--- src/rtl/nvram_upload.sv ---
// -----------------------------------------------------------------------------
// nvram_upload
//   Serves HPS upload reads of a game NVRAM. While an upload session for INDEX
//   is open the game CPU is held paused. Each HPS read strobe becomes one
//   synchronous RAM read, and the returned byte is handed back on ioctl_din.
//
// Optional feature (macro NVRAM_DIRTY_EN):
//   When defined, save_pending is set by nv_wr. It clears when a read of the
//   last NVRAM byte completes, which marks the end of a full upload. When
//   undefined, save_pending is tied to 0 and nv_wr is unused.
//
// Ports
//   clk_sys      in   system clock, rising edge
//   reset_n      in   asynchronous active-low reset
//   ioctl_upload in   HPS upload session active
//   ioctl_index  in   upload target index (8)
//   ioctl_rd     in   one-cycle HPS read strobe
//   ioctl_addr   in   HPS byte address (25)
//   ioctl_din    out  read data to HPS (8)
//   ioctl_wait   out  HPS stall; ioctl_din valid while low
//   ram_addr     out  NVRAM read address (ADDR_W)
//   ram_rd       out  NVRAM read enable
//   ram_q        in   NVRAM data, one cycle after ram_rd (8)
//   cpu_pause    out  game CPU halt request
//   cpu_paused   in   game CPU halt acknowledge
//   nv_wr        in   game CPU NVRAM write pulse
//   save_pending out  NVRAM modified since the last complete upload
// -----------------------------------------------------------------------------
module nvram_upload #(
    parameter int          ADDR_W = 10,
    parameter logic [7:0]  INDEX  = 8'd4
) (
    input  logic              clk_sys,
    input  logic              reset_n,
    input  logic              ioctl_upload,
    input  logic [7:0]        ioctl_index,
    input  logic              ioctl_rd,
    input  logic [24:0]       ioctl_addr,
    output logic [7:0]        ioctl_din,
    output logic              ioctl_wait,
    output logic [ADDR_W-1:0] ram_addr,
    output logic              ram_rd,
    input  logic [7:0]        ram_q,
    output logic              cpu_pause,
    input  logic              cpu_paused,
    input  logic              nv_wr,
    output logic              save_pending
);

    typedef enum logic [2:0] {
        IDLE,
        PAUSE,
        READY,
        FETCH,
        DATA
    } state_t;

    state_t      state;
    logic        pend;
    logic [24:0] pend_addr;

    logic        active;
    logic        req;
    logic [24:0] req_addr;
    logic        in_range;
    logic        data_done;

    assign active    = ioctl_upload && (ioctl_index == INDEX);
    // A live strobe is newer than a request parked during PAUSE, so it wins.
    assign req       = ioctl_rd || pend;
    assign req_addr  = ioctl_rd ? ioctl_addr : pend_addr;
    assign in_range  = (req_addr >> ADDR_W) == 25'd0;
    assign data_done = active && (state == DATA);

    // NOTE: every register here is updated with non-blocking assignments so
    // that all next-state terms read values from before the clock edge.
    always_ff @(posedge clk_sys or negedge reset_n) begin
        if (!reset_n) begin
            state      <= IDLE;
            ioctl_din  <= 8'h00;
            ioctl_wait <= 1'b0;
            ram_rd     <= 1'b0;
            ram_addr   <= '0;
            cpu_pause  <= 1'b0;
            pend       <= 1'b0;
            pend_addr  <= '0;
        end else if (!active) begin
            // Session closed: release the CPU and the HPS. ioctl_din and
            // ram_addr keep their last values.
            state      <= IDLE;
            cpu_pause  <= 1'b0;
            ioctl_wait <= 1'b0;
            ram_rd     <= 1'b0;
            pend       <= 1'b0;
        end else begin
            case (state)
                IDLE: begin
                    state      <= PAUSE;
                    cpu_pause  <= 1'b1;
                    ioctl_wait <= 1'b1;
                    pend       <= 1'b0;
                end
                PAUSE: begin
                    if (ioctl_rd) begin
                        pend      <= 1'b1;
                        pend_addr <= ioctl_addr;
                    end
                    if (cpu_paused) begin
                        state      <= READY;
                        // Keep stalling if a parked read still has to be served.
                        ioctl_wait <= ioctl_rd || pend;
                    end
                end
                READY: begin
                    ioctl_wait <= 1'b0;
                    if (req) begin
                        pend       <= 1'b0;
                        ioctl_wait <= 1'b1;
                        if (in_range) begin
                            state    <= FETCH;
                            ram_rd   <= 1'b1;
                            ram_addr <= req_addr[ADDR_W-1:0];
                        end else begin
                            ioctl_din <= 8'hFF;
                        end
                    end
                end
                FETCH: begin
                    ram_rd <= 1'b0;
                    state  <= DATA;
                end
                DATA: begin
                    ioctl_din  <= ram_q;
                    ioctl_wait <= 1'b0;
                    state      <= READY;
                end
                default: begin
                    state <= IDLE;
                end
            endcase
        end
    end

`ifdef NVRAM_DIRTY_EN
    logic dirty;

    // A write in the same cycle as the final-byte read keeps the flag set.
    always_ff @(posedge clk_sys or negedge reset_n) begin
        if (!reset_n) begin
            dirty <= 1'b0;
        end else if (nv_wr) begin
            dirty <= 1'b1;
        end else if (data_done && (ram_addr == '1)) begin
            dirty <= 1'b0;
        end
    end

    assign save_pending = dirty;
`else
    logic unused_inputs;

    assign unused_inputs = nv_wr ^ data_done;
    assign save_pending  = 1'b0;
`endif

endmodule
--- config.mk ---
export PLATFORM = sky130hd
export DESIGN_NAME = nvram_upload
export DESIGN_NICKNAME = d
export VERILOG_FILES = /design/src/rtl/nvram_upload.sv
export SDC_FILE = /design/constraint.sdc
export NUM_CORES = 1
export LEC_CHECK = 0
export BUFFER_PORTS_ARGS = -buffer_cell sky130_fd_sc_hd__buf_4
export CORE_MARGIN = 5
export CORE_UTILIZATION = 30
export CTS_BUF_LIST = sky130_fd_sc_hd__clkbuf_4 sky130_fd_sc_hd__clkbuf_8 sky130_fd_sc_hd__clkbuf_16
export CTS_CLUSTER_DIAMETER = 60
export CTS_CLUSTER_SIZE = 14
export DETAILED_ROUTE_END_ITERATION = 8
export PLACE_DENSITY_LB_ADDON = 0.12
export SLEW_MARGIN = 20
export SYNTH_ARGS = -nofsm -noshare
export SYNTH_HDL_FRONTEND = slang
export SYNTH_SLANG_ARGS = --single-unit
--- constraint.sdc ---
create_clock -name clk_sys -period 2.6 [get_ports clk_sys]
set_input_delay 0.13 -clock clk_sys [delete_from_list [all_inputs] [get_ports clk_sys]]
set_output_delay 0.13 -clock clk_sys [all_outputs]
set_load 0.01 [all_outputs]
==> results.cfg <==
[synthesis]
synth_edf_count = 0
ys.flop_type = dfrtp_1
synth_cells = 173
synth-async-reset-ratio_pct = 100
syn_nets = 220
ys.warnings.count = 0
syn_area_mm2 = 0.00230
ys_types = 36
yosys_register_bits = 50
seq_area_frac_synth_pct = 54.3
syn_avg_cell_area_um2 = 13.3

[clock_network]
numCtsBuffers = 5
htreeDepth = 2
cts_root_buffer = clkbuf_8
clock_path_buffers = 2
cts_tree = done
cts.clk_slew.worst_paths_ns = 0.09
cts_sinks = 50
hold_buffers = 1
cts.repair.resized = 0
cts_setup_buffers = 0
worstSkewPairLatency_ns = 0.30

[flow_run]
maxCapViolations = 0

[timing]
relSlewSlack_pct = 56.7
fmax_ghz = 0.478
final.min_clock_period_ns = 2.09
period_share_pct = 80.4
finalMaxSlewViolations = 0
worst_slew_pin_slew_ns = 0.649
rsz0062_at_grt = false
hold_viol = 0
skew_ns = 0.00500
tns_ns = 0
timing.final.setup_violations = 0

[placed_design]
port_buffers = 66
hpwl_um = 3580
gp_congestion = 0.732
dp_cells = 335

[global_routing]
grt_pass1_wl_um = 8320
grt-ovfl-total = 0
grt_antenna_before_repair = 0
grt_use_total_pct = 10.8
grt_pass1_vias = 1658
grt_max_degree = 51

[worst_setup_path]
cp.arrival_ns = 2.28
reg2reg_to = ram_addr[9]
timing.rr.start = state[2]
r2r_slack_ns = 0.51
crit_path_end_kind = register
cp_max_fo = 11
r2r_cells = 5
worstPathRequired_ns = 2.78
start_kind = register
crit_type = register to register

[worst_hold_path]
min_to = pend_addr[2]
min_path_type = primary input to register
holdCritStartpoint = ioctl_addr[2]
min_path_cells = 2

[route]
drtIter0Drc = 33
vias = 1572
antenna_left = 0
wire_per_inst_um = 14.4
via_per_inst = 4.57
drtPass1Iterations = 3
wirelength_um = 4960
drcViolationCount = 0

[floorplanning]
io_pins = 69
die_w_um = 97.6
coreArea_mm2 = 0.00761
die_h_um = 97.6
die-area_mm2 = 0.00953
start_util_pct = 30.3
row_count = 32

[final_layout]
area_growth_pct = 31.8
final-instance-count-excl-fill = 344
diodes = 0
num-fill-cells = 749
final_net_count = 288
drive_gt1_share_pct = 45.0

[power_and_ir_drop]
pwr-share-seq_pct = 53.7
p_int_mw = 1.15
pwr-share-clk_pct = 39.2
p_comb_share_pct = 7.1
power_density_mw_per_mm2 = 477
netSwitchingPower_uw = 302
switching_share_pct = 20.8
irDropWorstVdd_uv = 254
leakagePower_nw = 1.69

[run_status]
status = finished clean
-- worst max-delay path, cell delays in order, from the launching register on --
cell      delay (ns)
dfrtp_1         0.40
nand2b_1        0.18
or4_4           0.49
a2111o_1        0.39
buf_4           0.21
mux2_1          0.32
-- layer usage --
metal  routed length, µm  global-route usage, %  part of all wire (%)  up-vias
met5                   0                      0                     0        -
met4                  48                   3.19                  0.97        0
met3                 313                   3.80                   6.3        5
met2                2490                   17.7                    50       39
met1                2110                   13.2                    42      770
li1                    -                      -                     -      758
-- cell families after synthesis --
family	count (synthesis)	share of synthesized area (%)
mux	54	27.4
flops	50	54.3
simple gates	43	11.7
compound gates	13	3.97
buf+inv	12	2.45
other cells	1	0.163
-- worst max path at each step --
stage               depth (start not counted)           to  slack (ns)            from
floorplan                                   6  ram_addr[0]        0.48  ioctl_index[5]
global placement                            7  ram_addr[9]        0.23  ioctl_index[5]
detailed placement                          7  ram_addr[8]        0.21  ioctl_index[5]
CTS                                         5  ram_addr[8]        0.50        state[2]
global route                                5  ram_addr[8]        0.47        state[2]
finish                                      5  ram_addr[9]        0.51        state[2]
-- layout make-up --
class                   instances  area [µm²]  area share [%]
flip-flops and latches         50        1250            41.2
repair buffers                 72         543            17.9
well taps                     102         128            4.21
multi-input cells             111         995            32.8
inverters                       1        3.75           0.124
clock buffers                   7        83.8            2.76
clock inverters                 1        30.0           0.990
-- per-stage QoR --
stage	utilization (%)	cell area, µm²	total power [mW]	setup WS (ns)	hold WS, ns
floorplan	-	2300	0.819	0.476	-0.166
finish	39.9	3030	1.45	0.510	0.0428
CTS	39.9	3030	1.47	0.495	0.0312
detailed placement	38.3	2910	0.898	0.206	0.215
global route	39.9	3030	1.52	0.468	0.0275
global placement	38.3	2910	0.897	0.231	0.216
-- power groups by stage --
stage                     registers, mW  logic (mW)  clock network, mW
after CTS                         0.777       0.107              0.590
after detailed placement          0.793       0.105                  0
after floorplan                   0.793      0.0260                  0
after global placement            0.793       0.105                  0
final                             0.777       0.103              0.567
after global routing              0.778       0.115              0.626
-- placed cells by master (no fill, tap or decap), types with 2 or more instances in the layout --
master	count
clkbuf_4	2
o21ai_0	4
mux2_2	16
dfrtp_1	50
mux2_4	9
nor2_1	7
nor4b_1	2
nor3_1	2
clkbuf_8	5
nor4_1	7
nand2_1	12
nand3_1	3
mux2_1	20
mux2i_1	9
buf_4	71
-- Yosys cell counts, types with 2 or more instances --
cell type / n / area share (%)
mux2_2: 16 / 7.8
nor3_1: 2 / 0.43
nor2_1: 7 / 1.1
nor4_1: 7 / 1.9
mux2i_1: 9 / 3.9
nand3_1: 3 / 0.65
nand2_1: 12 / 2.0
mux2_4: 9 / 5.9
clkbuf_1: 9 / 1.5
dfrtp_1: 50 / 54
mux2_1: 20 / 9.8
o21ai_0: 4 / 0.87
nor4b_1: 2 / 0.76
-- sequential cells by signal, indices dropped and copies added (netlist names) --
name / flops
ram_addr: 10
state: 3
pend_addr: 25
cpu_pause: 1
pend: 1
ram_rd: 1
ioctl_din: 8
ioctl_wait: 1
Note: power is estimated with default switching activity, not from simulation.
